===== src/rtl/hilo_mul_ctrl.sv =====
// hilo_mul_ctrl: sequencer for an iterative shift-add multiplier and the
// HI/LO register pair. It executes MULT, MULTU, MADD, MADDU, MSUB, MSUBU,
// MTHI and MTLO.
//
// Issue handshake: the decoder pulses Start for one cycle. The op is
// accepted only when the sequencer is in IDLE. Stall is a registered
// "busy" flag, so it is low in the issue cycle itself. The pipeline holds
// the next instruction while Stall=1. A Start that arrives while the
// sequencer is not in IDLE is dropped without any effect.
// Done pulses for one cycle, in the first cycle that Hi/Lo hold a
// multiply result.
module hilo_mul_ctrl #(
    parameter int WIDTH = 32,
    parameter int STEP  = 1
) (
    input  logic             clk,
    input  logic             rst,
    input  logic             Start,
    input  logic             MULOp,
    input  logic [5:0]       Func,
    input  logic [WIDTH-1:0] A,
    input  logic [WIDTH-1:0] B,
    output logic             Stall,
    output logic             Done,
    output logic [WIDTH-1:0] Hi,
    output logic [WIDTH-1:0] Lo,
    output logic [1:0]       dbg_state
);

    localparam int ITER = WIDTH / STEP;
    localparam int CW   = $clog2(ITER + 1);

    typedef enum logic [1:0] {
        IDLE = 2'd0,
        RUN  = 2'd1,
        FIN  = 2'd2
    } state_t;

    typedef enum logic [1:0] {
        CLS_MUL = 2'd0,
        CLS_ADD = 2'd1,
        CLS_SUB = 2'd2
    } cls_t;

    state_t             state, state_n;
    cls_t               cls, cls_n;
    logic               neg, neg_n;
    logic [2*WIDTH-1:0] ma, ma_n;
    logic [WIDTH-1:0]   mb, mb_n;
    logic [2*WIDTH-1:0] acc, acc_n;
    logic [CW-1:0]      cnt, cnt_n;
    logic [WIDTH-1:0]   hi, hi_n;
    logic [WIDTH-1:0]   lo, lo_n;
    logic               stall, stall_n;
    logic               done, done_n;

    // Decoded function codes
    logic is_mult, is_multu, is_mthi, is_mtlo;
    logic is_madd, is_maddu, is_msub, is_msubu;
    logic is_mul_op, is_signed_op;
    logic [WIDTH-1:0]   a_abs, b_abs;
    logic [2*WIDTH-1:0] step_sum;
    logic [2*WIDTH-1:0] prod_signed;
    logic [2*WIDTH-1:0] hilo_new;

    // Decode the issued instruction from MULOp/Func.
    always_comb begin
        is_mult      = !MULOp && (Func == 6'h18);
        is_multu     = !MULOp && (Func == 6'h19);
        is_mthi      = !MULOp && (Func == 6'h11);
        is_mtlo      = !MULOp && (Func == 6'h13);
        is_madd      =  MULOp && (Func == 6'h00);
        is_maddu     =  MULOp && (Func == 6'h01);
        is_msub      =  MULOp && (Func == 6'h04);
        is_msubu     =  MULOp && (Func == 6'h05);
        is_mul_op    = is_mult | is_multu | is_madd | is_maddu | is_msub | is_msubu;
        is_signed_op = is_mult | is_madd | is_msub;
    end

    // Operand magnitudes; the most negative value maps onto itself and is
    // then correct when read as unsigned.
    always_comb begin
        a_abs = A[WIDTH-1] ? (~A + {{(WIDTH-1){1'b0}}, 1'b1}) : A;
        b_abs = B[WIDTH-1] ? (~B + {{(WIDTH-1){1'b0}}, 1'b1}) : B;
    end

    // One shift-add step: add the shifted multiplicand for each of the
    // STEP low multiplier bits.
    always_comb begin
        step_sum = acc;
        for (int i = 0; i < STEP; i++) begin
            if (mb[i]) begin
                step_sum = step_sum + (ma << i);
            end
        end
    end

    // Apply the sign to the product and combine it with HI/LO by op class.
    always_comb begin
        prod_signed = neg ? (~acc + {{(2*WIDTH-1){1'b0}}, 1'b1}) : acc;
        case (cls)
            CLS_ADD: hilo_new = {hi, lo} + prod_signed;
            CLS_SUB: hilo_new = {hi, lo} - prod_signed;
            default: hilo_new = prod_signed;
        endcase
    end

    // Next-state and datapath updates for the IDLE -> RUN -> FIN sequence.
    always_comb begin
        state_n = state;
        cls_n   = cls;
        neg_n   = neg;
        ma_n    = ma;
        mb_n    = mb;
        acc_n   = acc;
        cnt_n   = cnt;
        hi_n    = hi;
        lo_n    = lo;
        stall_n = stall;
        done_n  = 1'b0;
        case (state)
            IDLE: begin
                stall_n = 1'b0;
                if (Start) begin
                    if (is_mthi) begin
                        hi_n = A;
                    end
                    if (is_mtlo) begin
                        lo_n = A;
                    end
                    if (is_mul_op) begin
                        if (is_signed_op) begin
                            ma_n  = {{WIDTH{1'b0}}, a_abs};
                            mb_n  = b_abs;
                            neg_n = A[WIDTH-1] ^ B[WIDTH-1];
                        end else begin
                            ma_n  = {{WIDTH{1'b0}}, A};
                            mb_n  = B;
                            neg_n = 1'b0;
                        end
                        if (is_madd || is_maddu) begin
                            cls_n = CLS_ADD;
                        end else if (is_msub || is_msubu) begin
                            cls_n = CLS_SUB;
                        end else begin
                            cls_n = CLS_MUL;
                        end
                        acc_n   = '0;
                        cnt_n   = CW'(ITER);
                        stall_n = 1'b1;
                        state_n = RUN;
                    end
                end
            end
            RUN: begin
                acc_n = step_sum;
                ma_n  = ma << STEP;
                mb_n  = mb >> STEP;
                cnt_n = cnt - CW'(1);
                if (cnt == CW'(1)) begin
                    state_n = FIN;
                end
            end
            FIN: begin
                hi_n    = hilo_new[2*WIDTH-1:WIDTH];
                lo_n    = hilo_new[WIDTH-1:0];
                done_n  = 1'b1;
                stall_n = 1'b0;
                state_n = IDLE;
            end
            default: begin
                stall_n = 1'b0;
                state_n = IDLE;
            end
        endcase
    end

    // State and datapath registers; reset clears everything including HI/LO.
    always_ff @(posedge clk) begin
        if (rst) begin
            state <= IDLE;
            cls   <= CLS_MUL;
            neg   <= 1'b0;
            ma    <= '0;
            mb    <= '0;
            acc   <= '0;
            cnt   <= '0;
            hi    <= '0;
            lo    <= '0;
            stall <= 1'b0;
            done  <= 1'b0;
        end else begin
            state <= state_n;
            cls   <= cls_n;
            neg   <= neg_n;
            ma    <= ma_n;
            mb    <= mb_n;
            acc   <= acc_n;
            cnt   <= cnt_n;
            hi    <= hi_n;
            lo    <= lo_n;
            stall <= stall_n;
            done  <= done_n;
        end
    end

    assign Stall     = stall;
    assign Done      = done;
    assign Hi        = hi;
    assign Lo        = lo;
    assign dbg_state = state;

endmodule

===== config.mk =====
export PLATFORM = sky130hd
export DESIGN_NAME = hilo_mul_ctrl
export DESIGN_NICKNAME = d
export VERILOG_FILES = /design/src/rtl/hilo_mul_ctrl.sv
export SDC_FILE = /design/constraint.sdc
export NUM_CORES = 1
export LEC_CHECK = 0
export ABC_AREA = 1
export ABC_CLOCK_PERIOD_IN_PS = 5790
export BUFFER_PORTS_ARGS = -buffer_cell sky130_fd_sc_hd__buf_2
export CORE_UTILIZATION = 60
export CTS_CLUSTER_DIAMETER = 100
export CTS_CLUSTER_SIZE = 16
export DETAILED_ROUTE_END_ITERATION = 12
export GPL_ROUTABILITY_DRIVEN = 0
export PLACE_DENSITY_LB_ADDON = 0.25
export SLEW_MARGIN = 25
export SYNTH_ARGS = -nofsm -noshare
export SYNTH_HDL_FRONTEND = slang
export SYNTH_SLANG_ARGS = --single-unit

===== constraint.sdc =====
create_clock -name clk -period 5.79 [get_ports clk]
set_clock_uncertainty 0.05 [all_clocks]
set_input_delay 0.2895 -clock clk [delete_from_list [all_inputs] [get_ports clk]]
set_output_delay 0.2895 -clock clk [all_outputs]
set_load 0.02 [all_outputs]

==> results by group <==
Run status
  • Status: finished clean

Logic synthesis
  • Seq/Total Area, Yosys: 19.98%
  • Count of cell types in the netlist: 62
  • Top_reg_cell synth: dfxtp_1
  • Syn nets: 4190
  • Synth Cell Area: between 20000 and 25000 um2
  • Synth warn: 0
  • Syn Inst Count: 3981
  • Post-Syn Area per Cell: between 5 and 6 um2
  • Synth cell count leaders: nand2_1, nor2_1, inv_1
  • EDFF count, synth: 0
  • Synth area leader: dfxtp_1
  • Synth top area share: 19.98%
  • Asr flop ratio synth: 0%
  • Ranking of synthesized cells by area: dfxtp_1, nand2_1, a21oi_1
  • Synthesized flop and latch total: 237
  • Most frequent cell after synthesis: nand2_1

Drt
  • Via density: 6.179
  • Initial DRC Count: 3467
  • Drt pass-1 iters: 7
  • Drt total wl: 86.38 mm
  • Vias: 28.19k
  • DR WL/cell: 18.93 um
  • DRT antenna net count: 0
  • DRC: 0

Worst setup path
  • FF-to-FF setup slack: 0.36 ns
  • Crit Path Class: reg -> reg
  • Worst r2r src: acc[1]
  • Maximum fanout along the worst path: 8
  • Reg2Reg Depth: 27
  • Worst r2r dst: Hi[13]
  • CP Capture Type: register
  • Startpoint Class: register
  • Critical Path Source: acc[1]
  • CP arrival: 5.87 ns
  • CP required: between 6 and 7 ns

Timing
  • Max frequency: 0.1841 GHz
  • Count of final hold-check violations: 0
  • Sum Neg Setup Slack: 0 ns
  • Rel. slew slack: 32.32%
  • RSZ-0062 raised after global routing: false
  • Fin crit share: 93.80%
  • Tmin final: 5.431 ns
  • Least-Margin Pin Slew: between 1 and 1.5 ns
  • Slew Viols, Final: 0
  • Finish-stage setup viols: 0
  • Hold Worst Slack: about 0.04 ns

Power and ir drop
  • Power per standard cell area: between 150 and 200 nW/um2
  • LEAKAGE: 12.81 nW
  • Design internal power: ~2.6 mW
  • Reg power frac: 40.3%
  • Psw: 1.504 mW
  • Combinational power share: 28.1%
  • Pwr Total: 4.116 mW
  • Peak supply drop: 243.1 uV
  • Clk pwr share: a little under a third
  • Sw Ratio: 36.55%

GRT
  • First-pass GRT wire length: between 100 and 150 mm
  • Number of global-route vias before repair: 25.32k
  • Global-route usage over all layers: 41.50%
  • Maximum number of pins on one net before global-route repair: slightly below 90
  • Antenna violations before repair: 0
  • Grt ovf: 0

Layout
  • Layout cells sized above 1: 7.394%
  • Final net count: 4249
  • Final Core Density: 65.29%
  • Area of the multi-input gates: 16630 um2
  • Reg area: 4746 um2
  • Diode count: 0
  • Area Overhead vs Synth: 6.777%
  • Filler cell count: 3803

Hold path
  • Hold path start: Func[4]
  • Worst Hold Endpoint: cls[1]
  • Worst hold stages: 4
  • Hold Path Class: in -> reg

Clock network
  • CTS sink count: 237
  • Clock Latency Late Sink: between 0.5 and 0.6 ns
  • H-tree levels: 1
  • Root buffer cell: clkbuf_16
  • Cts repair resizes: 0
  • CTS max path bufs: 3
  • Number of buffers created by CTS: 19
  • TritonCTS clock tree: yes
  • Reg clk slew, reported paths: 0.08 ns

Die
  • Core outline area: 38830 um2
  • Row count: just over 70
  • Die width: 200.9 um
  • I/O pin count: ~140
  • Die Height: 200.9 um
  • Die area: between 40000 and 50000 um2
  • Initial Util: 61.15%

Placed design
  • Port bufs: 141
  • HPWL Detailed: 67.39 mm

Run
  • MaxCap Viol Count: 0
stage by stage:
step                      worst slack, ns  instances  cell area [um2]
after floorplan                     1.588       3981            23740
after global placement             0.5692       4534            24790
after detailed placement           0.5338       4534            24790
after CTS                          0.4945       4561            25340
after global routing               0.1202       4562            25350
final                              0.3591       4562            25350
repair_timing:
action | in CTS | in global routing
setup buffers | 0 | 1
setup endpoints to repair | 0 | 1
hold buffers | 2 | 0
endpoints found under the hold margin | 3 | 0
final cells by class:
| type | count | share of cell area (%) |
|---|---|---|
| Inverter | 507 | 7.512 |
| Clock buffer | 22 | 1.999 |
| Multi-Input combinational cell | 3113 | 65.61 |
| Sequential cell | 237 | 18.72 |
| Tap cell | 518 | 2.557 |
| Clock inverter | 3 | 0.1185 |
| Timing Repair Buffer | 162 | 3.485 |
worst max path at each step:
stage,to,slack [ns],cells after the start
after floorplan,Hi[25],1.59,27
after global placement,Hi[13],0.57,27
after detailed placement,Hi[13],0.53,27
after CTS,Hi[13],0.49,27
after global routing,Hi[25],0.12,32
final,Hi[13],0.36,27
worst max-delay path, cell delays in order, from the launching register on:
cell,delay (ns)
dfxtp_1,0.36
inv_1,0.13
ha_1,0.30
nand2_4,0.13
nor2_8,0.18
nor2_2,0.05
xor2_1,0.23
nor2_2,0.17
nand4_2,0.18
nor4_4,0.38
nand3_2,0.16
o21ai_2,0.19
nand2_1,0.10
xor2_1,0.14
inv_1,0.07
ha_1,0.34
a21oi_1,0.21
inv_1,0.06
a31oi_1,0.21
a21boi_0,0.34
o21ai_0,0.14
nand2_1,0.13
nand3_1,0.13
nand2_1,0.09
inv_1,0.04
o21ai_0,0.37
o211ai_1,0.27
a21oi_1,0.20
cell families (layout without fill, tap and decap cells):
| logic type | after synthesis | after routing | share of synthesized area, % |
|---|---|---|---|
| flops | 237 | 237 | 19.98 |
| simple gates | 1782 | 1782 | 31.87 |
| fa+ha+maj | 135 | 135 | 7.178 |
| xor+xnor | 141 | 141 | 5.233 |
| buf+inv | 631 | 694 | 10.09 |
| compound gates | 1055 | 1055 | 25.65 |
routing by layer:
| metal | wire (um) | part of all wire (%) | global-route usage (%) | vias to the layer above |
|---|---|---|---|---|
| li1 | - | - | - | 13488 |
| met1 | 34030 | 39 | 54.63 | 12588 |
| met2 | 36420 | 42 | 63.87 | 1785 |
| met3 | 10290 | 12 | 7.062 | 328 |
| met4 | 5633 | 6.5 | 23.80 | 0 |
| met5 | 0 | 0 | 0 | - |
layout by cell type (no fill, tap or decap), types with 21 or more instances in the layout:
master | synthesis | layout
a31oi_1 | 83 | 83
o211ai_1 | 52 | 52
nand2_1 | 866 | 865
a21oi_1 | 396 | 396
o22ai_1 | 21 | 21
or2_2 | 22 | 22
xnor2_1 | 50 | 50
o21ai_0 | 319 | 319
nand2_2 | 24 | 25
ha_1 | 133 | 133
nor3_1 | 43 | 43
o2111ai_1 | 26 | 26
buf_2 | 6 | 140
xor2_1 | 90 | 90
dfxtp_1 | 237 | 236
nand3_1 | 200 | 200
nor2_1 | 506 | 501
o21bai_1 | 34 | 34
inv_1 | 491 | 490
nand4_1 | 49 | 49
flip-flops by register name (all words and copies together) (netlist names):
signal,cells
Hi,32
ma,64
mb,32
dbg_state,2
Stall,1
neg,1
acc,64
cnt,6
Lo,32
Done,1
cls,2
power by group through the flow:
stage	Combinational, mW	Sequential, mW	Clock [mW]
finish	1.16	1.66	1.30
global route	1.27	1.66	1.35
CTS	1.11	1.66	1.30
detailed placement	1.10	1.70	0
global placement	1.09	1.69	0
floorplan	0.797	1.69	0
Power figures use the tool's default switching activity.
